## src/rtl/mem_arbiter.sv

```systemverilog
// mem_arbiter: shares one single-ported RAM between instruction fetch and data, data first.
// Define MEM_ARB_STARVE_EN to force an instruction grant after STARVE_LIMIT back-to-back data grants.
module mem_arbiter #(
    parameter int ADDR_W         = 32,
    parameter int DATA_W         = 32,
    parameter int TIMEOUT_CYCLES = 255,
    parameter int STARVE_LIMIT   = 4
) (
    input  logic              CLK,
    input  logic              RST,
    input  logic              iREN,
    input  logic [ADDR_W-1:0] iaddr,
    output logic              ihit,
    output logic [DATA_W-1:0] iload,
    input  logic              dREN,
    input  logic              dWEN,
    input  logic [ADDR_W-1:0] daddr,
    input  logic [DATA_W-1:0] dstore,
    output logic              dhit,
    output logic [DATA_W-1:0] dload,
    output logic              ramREN,
    output logic              ramWEN,
    output logic [ADDR_W-1:0] ramaddr,
    output logic [DATA_W-1:0] ramstore,
    input  logic [DATA_W-1:0] ramload,
    input  logic [1:0]        ramstate,
    output logic              err
);
    typedef enum logic [1:0] {IDLE, DGRANT, IGRANT} state_t;

    if (TIMEOUT_CYCLES < 1 || TIMEOUT_CYCLES > 1023 || STARVE_LIMIT < 1 || STARVE_LIMIT > 7) begin : g_bad_param
        $error("mem_arbiter: parameter out of range");
    end

    state_t     r_state, w_next, w_pick;
    logic [9:0] r_wait;
    logic       r_err;
    logic       w_dreq, w_req, w_grant, w_acc, w_to, w_fail;

    assign w_dreq  = dREN | dWEN;
    assign w_grant = r_state != IDLE;
    assign w_req   = (r_state == DGRANT) ? w_dreq : iREN;
    assign w_acc   = ramstate == 2'd2;
    // Abort on the grant cycle that would bring the wait count up to the limit.
    assign w_to    = w_grant && !w_acc && r_wait == 10'(TIMEOUT_CYCLES - 1);
    assign w_fail  = w_grant && (ramstate == 2'd3 || w_to);

`ifdef MEM_ARB_STARVE_EN
    logic [2:0] r_starve;
    logic       w_force;
    assign w_force = iREN && r_starve == 3'(STARVE_LIMIT);
    assign w_pick  = w_force ? IGRANT : w_dreq ? DGRANT : iREN ? IGRANT : IDLE;
    always_ff @(posedge CLK or posedge RST) begin
        if (RST) r_starve <= '0;
        else if (r_state == IDLE) r_starve <= (!iREN || w_force || !w_dreq) ? '0 : r_starve + 3'd1;
    end
`else
    assign w_pick = w_dreq ? DGRANT : iREN ? IGRANT : IDLE;
`endif

    always_comb begin
        w_next = (r_state == IDLE) ? w_pick : (!w_req || w_acc || w_fail) ? IDLE : r_state;
    end

    always_ff @(posedge CLK or posedge RST) begin
        if (RST) begin
            r_state <= IDLE;
            r_wait  <= '0;
            r_err   <= 1'b0;
        end else begin
            r_state <= w_next;
            r_wait  <= (w_grant && w_next != IDLE) ? r_wait + 10'd1 : '0;
            r_err   <= r_err | w_fail;
        end
    end

    assign ramREN   = (r_state == DGRANT) ? dREN & ~dWEN : (r_state == IGRANT) & iREN;
    assign ramWEN   = (r_state == DGRANT) & dWEN;
    assign ramaddr  = (r_state == DGRANT) ? daddr : (r_state == IGRANT) ? iaddr : '0;
    assign ramstore = (r_state == DGRANT) ? dstore : '0;
    assign dhit     = (r_state == DGRANT) & w_dreq & w_acc;
    assign ihit     = (r_state == IGRANT) & iREN & w_acc;
    assign dload    = dhit ? ramload : '0;
    assign iload    = ihit ? ramload : '0;
    assign err      = r_err;
endmodule

```

## config.mk

```make
export PLATFORM = sky130hd
export DESIGN_NAME = mem_arbiter
export DESIGN_NICKNAME = d
export VERILOG_FILES = /design/src/rtl/mem_arbiter.sv
export SDC_FILE = /design/constraint.sdc
export NUM_CORES = 1
export LEC_CHECK = 0
export BUFFER_PORTS_ARGS = -buffer_cell sky130_fd_sc_hd__buf_4
export CORE_AREA = 5 5 100 102
export CTS_BUF_LIST = sky130_fd_sc_hd__clkbuf_4 sky130_fd_sc_hd__clkbuf_8 sky130_fd_sc_hd__clkbuf_16
export CTS_CLUSTER_DIAMETER = 120
export CTS_CLUSTER_SIZE = 20
export DETAILED_ROUTE_END_ITERATION = 8
export DIE_AREA = 0 0 105 107
export PLACE_DENSITY = 0.62
export REMOVE_ABC_BUFFERS = 1
export SLEW_MARGIN = 20
export SYNTH_ARGS = -nofsm -noshare
export SYNTH_HDL_FRONTEND = slang
export SYNTH_SLANG_ARGS = --single-unit
```

## constraint.sdc

```tcl
create_clock -name CLK -period 3.6 [get_ports CLK]
set_clock_uncertainty 0.2 [all_clocks]
set_input_delay 0.18 -clock CLK [delete_from_list [all_inputs] [get_ports CLK]]
set_output_delay 0.18 -clock CLK [all_outputs]
set_load 0.005 [all_outputs]
```

* Word-level counts from Yosys, hierarchy flattened
Index checks and enable logic that the tools add are counted.
** Word-level totals
- Bits in registers :: 13
- Input port bits :: 135
- Output and inout bits :: 133
** Operators by class
- $add $sub $neg :: 1
- Eq/ne operators :: 5
- Mux-type cells :: 12
- Bitwise logic cells :: 9
- Reductions and logical operators :: 12
** Operators by type and width (number)
- two-way mux 32 bit :: 5
- adder 10 x 1 -> 10 bit (second input constant) :: 1
- == test 10 x 8 -> 1 bit (second input constant) :: 1
- two-way mux 10 bit :: 1
- two-way mux 2 bit :: 4
- AND 1 bit :: 6
- == test 2 bit (second input constant) :: 3
- logical AND 1 bit :: 4
- nonzero test 2 bit :: 2
- logical OR 1 bit :: 3
- == test 2 x 1 -> 1 bit (second input constant) :: 1
- logical NOT 1 bit :: 2
- logical NOT 2 bit :: 1
- two-way mux 1 bit :: 2
- bitwise OR 1 bit :: 2
- inverter 1 bit :: 1

* Logic depth before layout (Yosys ltp)
- Depth in word-level cells :: 12
- Gate-level depth with buffers :: 6

* Worst setup path before layout
No wires, ideal clock.
- Path kind :: reg-to-reg
- Start :: register r_wait[0]
- End :: register r_wait[8]
- Library setup time :: 0.094 ns
- Data arrival time :: 1.385 ns
- Data required time :: 3.306 ns
- Setup slack :: 1.921 ns
- Stages on the path, launching flop included :: 5
- Path buffers :: 0
- Cells stage by stage :: dfrtp_1 ha_1 inv_1 or4_1 a211oi_1
** Between the ends
- Longest elaborated chain between the ends :: 10
- Elaborated cells between the ends (all ways) :: 11
- Classes of those cells :: add/sub (1); eq/ne (1); mux (3); reduce/logical (6)
** RTL lines
- start: declaration :: line 36 : logic [9:0] r_wait;
- start signal: assignment :: line 72 : r_wait <= (w_grant && w_next != IDLE) ? r_wait + 10'd1 : '0;
- == test 10 x 8 -> 1 bit :: line 45 : assign w_to = w_grant && !w_acc && r_wait == 10'(TIMEOUT_CYCLES - 1);
- logical AND 1 bit :: line 45
- logical OR 1 bit :: line 46 : assign w_fail = w_grant && (ramstate == 2'd3 || w_to);
- logical AND 1 bit :: line 46
- logical OR 1 bit :: line 62 : w_next = (r_state == IDLE) ? w_pick : (!w_req || w_acc || w_fail) ? IDLE : r_state;
- two-way mux 2 bit (2 in a row) :: line 62
- nonzero test 2 bit :: line 72
- logical AND 1 bit :: line 72
- two-way mux 10 bit (*) :: line 72
Every way passes the cells marked *; elsewhere a longest branch is shown, timed or not.

* Final worst setup path
- Start :: register r_state[1]
- End :: output iload[10]
** Between the ends
- Longest elaborated chain between the ends :: 4
** RTL lines
- start: declaration :: line 35 : state_t r_state, w_next, w_pick;
- start signal: assignment :: line 71 : r_state <= w_next;
- == test 2 bit :: line 82 : assign ihit = (r_state == IGRANT) & iREN & w_acc;
- AND 1 bit (2 in a row) :: line 82
- two-way mux 32 bit :: line 84 : assign iload = ihit ? ramload : '0;
- end: declaration :: line 14 : output logic [DATA_W-1:0] iload,
Every way passes these cells.

==> results.yml <==
place:
  io_buffer_count: 267
  gp_congestion: 0.822
  place_ws_ns: 1.40
  dp_hpwl_um: 8540
clock_tree:
  cts_root_buf: "clkbuf_8"
  clk-insertion-delay-late_ns: 0.24
  clkTransAtPathRegs_ns: 0.05
  clockBufferDepth: 2
  cts_sinks: 13
  cts_tree: "yes"
  cts_buffers: 3
  cts_hold_buffers: 1
  htreeDepth: 1
  post_cts_resized: 0
  cts_setup_buffers: 0
pwr:
  p_switching_mw: 0.490
  power_frac_seq_pct: 13.7
  power_density_nw_per_um2: 338
  p_comb_share_pct: 75.8
  switching_share_pct: 37.4
  clkPwrFrac_pct: 10.6
  power.total_mw: 1.31
  p_leak_nw: 2.08
  power.internal_mw: 0.821
  max-vdd-ir-drop_mv: 0.187
route:
  drc: 0
  dr.pass1.iters: 4
  vias: 2574
  drt-total-wl_um: 10200
  detail_route.wl_per_cell_um: 17.4
  ant_nets: 0
  routed_via_density: 4.39
  initialDrtViolationCount: 112
logic_synthesis:
  synth_top_area_share_pct: 35.1
  synth_top_area_cell: "and2_1"
  synth_cells: 219
  synth_cell_types: 35
  ys_ff_latch: 13
  ys_top_cells_by_count: "and2_1 (97), a22o_1 (32), dfrtp_1 (13)"
  synth.area.top_cells: "and2_1 (35%), dfrtp_1 (19%), a22o_1 (16%)"
  synth_seq_area_share_pct: 18.8
  post-synth-top-count-cell: "and2_1"
  avgSynthCellArea_um2: 7.90
  synth-main-ff-cell: "dfrtp_1"
  async_reset_ff_share_pct: 100
  ys_warn_count: 0
  netlist_area_um2: 1730
  synth_edf_count: 0
sta:
  max_freq_mhz: 400
  max_slew_margin_pct: 38.0
  hold_viol: 0
  setup_viol: 0
  period_needed_ns: 2.50
  final_max_slew_viol_count: 0
  worstMarginPinSlew_ns: 0.929
  rsz0062_at_grt: "false"
  tns_ns: 0
  fin_crit_sh_pct: 69.5
  setup_slack_ns: 1.10
floorplanning:
  core-area_um2: 9020
  die_y_um: 107
  row_count: 35
  start_util_pct: 19.2
  die_area_um2: 11200
  fp.dieW_um: 105
  io_pins: 268
worst_setup_path:
  crit_path_top_delay_cell: "and4b_1"
  r2r_slack_ns: 1.57
  crit_chain: "nor2b_2 -> and4b_1 -> and2_1 -> buf_4"
  r2r_cells: 4
  crit_required_ns: 3.22
  worstPathArrival_ns: 2.12
  crit_path_end_kind: "primary output"
  crit_fanout: 33
  critPathLaunchType: "register"
  r2r-start: "r_state[0]"
  r2r-end: "r_wait[8]"
  slowest_delay_ns: 0.82
  crit_type: "register to primary output"
final_layout:
  nets: 613
  layout-drive-gt1-share_pct: 60.2
  area_delta_synth_final_pct: 124
  antennaDiodeCount: 0
  fillerInstances: 919
hold_path:
  min_path_cells: 3
  hold-path-endpoint: "r_state[1]"
  min-delay-start: "iREN"
  hp-class: "input port to register"
global_routing:
  antenna_found_initial: 1
  grt_pass1_wl_um: 14500
  grt_pass1_vias: 2502
  grt_max_degree: 69
  grt_usage_pct: 15.9
  gr-total-overflow: 0
status:
  status: "finished, final reports clean"
flow_run:
  cap_viol_max_count: 0
-- worst max-delay path, delay by kind of cell, from the launching register on --
kind,cells,cell delay (ns)
buffers and inverters,1,0.11
DFF,1,0.48
and+or+nand+nor,3,1.26
-- per-layer routing --
| metal | vias up | track usage (%) | share of wire (%) |
|---|---|---|---|
| met3 | 13 | 4.94 | 8.5 |
| met2 | 112 | 28.7 | 51 |
| met5 | - | 0 | 0.13 |
| li1 | 1276 | - | - |
| met4 | 2 | 2.74 | 1.1 |
| met1 | 1171 | 18.8 | 39 |
-- metrics by stage --
stage	cells	util [%]	hold WS, ns	instance area (um^2)
floorplan	200	-	-0.143	1650
global placement	581	42.4	0.0420	3820
detailed placement	581	42.4	0.0472	3820
CTS	586	43.0	0.0204	3880
global route	586	43.0	0.0493	3880
finish	586	43.0	0.0247	3880
-- final cells by class --
class,count,area [um^2],area share [%]
Inverter,5,18.8,0.484
Tap cell,111,139,3.58
Clock buffer,4,48.8,1.26
Multi-Input combinational cell,182,1310,33.8
Timing Repair Buffer,271,2040,52.5
Sequential cell,13,325,8.38
-- flip-flops by register name, indices dropped and copies added, names as in the netlist --
name / count
r_state: 2
err: 1
r_wait: 10
-- placed cells by master, fill, tap and decap left out, types with 2 or more instances in the layout --
cell and count:
buf_4 270, and2_1 97, a22o_1 32, dfrtp_1 13
nand3_1 6, inv_1 5, nor3_1 5, nand2_1 4
o21ai_0 4, a211oi_1 4, nor2_1 3, clkbuf_8 3
o31ai_1 2, or3_2 2, xor2_1 2, ha_1 2
-- power by group through the flow --
stage	clock network [mW]	logic [mW]	registers (mW)
after floorplan	0	0.387	0.174
after detailed placement	0	1.01	0.181
after CTS	0.144	1.01	0.179
after global routing	0.148	1.07	0.182
after global placement	0	1.01	0.180
final	0.139	0.993	0.179
-- logic make-up after synthesis --
family | count (synthesis) | share of synthesized area (%)
buffers and inverters | 24 | 5.93
XOR/XNOR | 3 | 1.52
AND/OR/NAND/NOR | 128 | 48.2
adder cells (fa/ha/maj) | 2 | 1.45
AO/OA/AOI/OAI | 49 | 24.1
flip-flops | 13 | 18.8
-- how the worst max path moves through the flow --
| stage | start | endpoint | slack [ns] | depth (start not counted) |
|---|---|---|---|---|
| after floorplan | r_state[0] | dload[0] | -0.27 | 3 |
| after detailed placement | r_state[1] | iload[10] | 1.40 | 4 |
| after CTS | r_state[1] | iload[10] | 1.13 | 4 |
| after global routing | r_state[1] | iload[10] | 0.96 | 4 |
| final | r_state[1] | iload[10] | 1.10 | 4 |
| after global placement | r_state[1] | iload[19] | 1.48 | 4 |
Power figures use the tool's default switching activity.
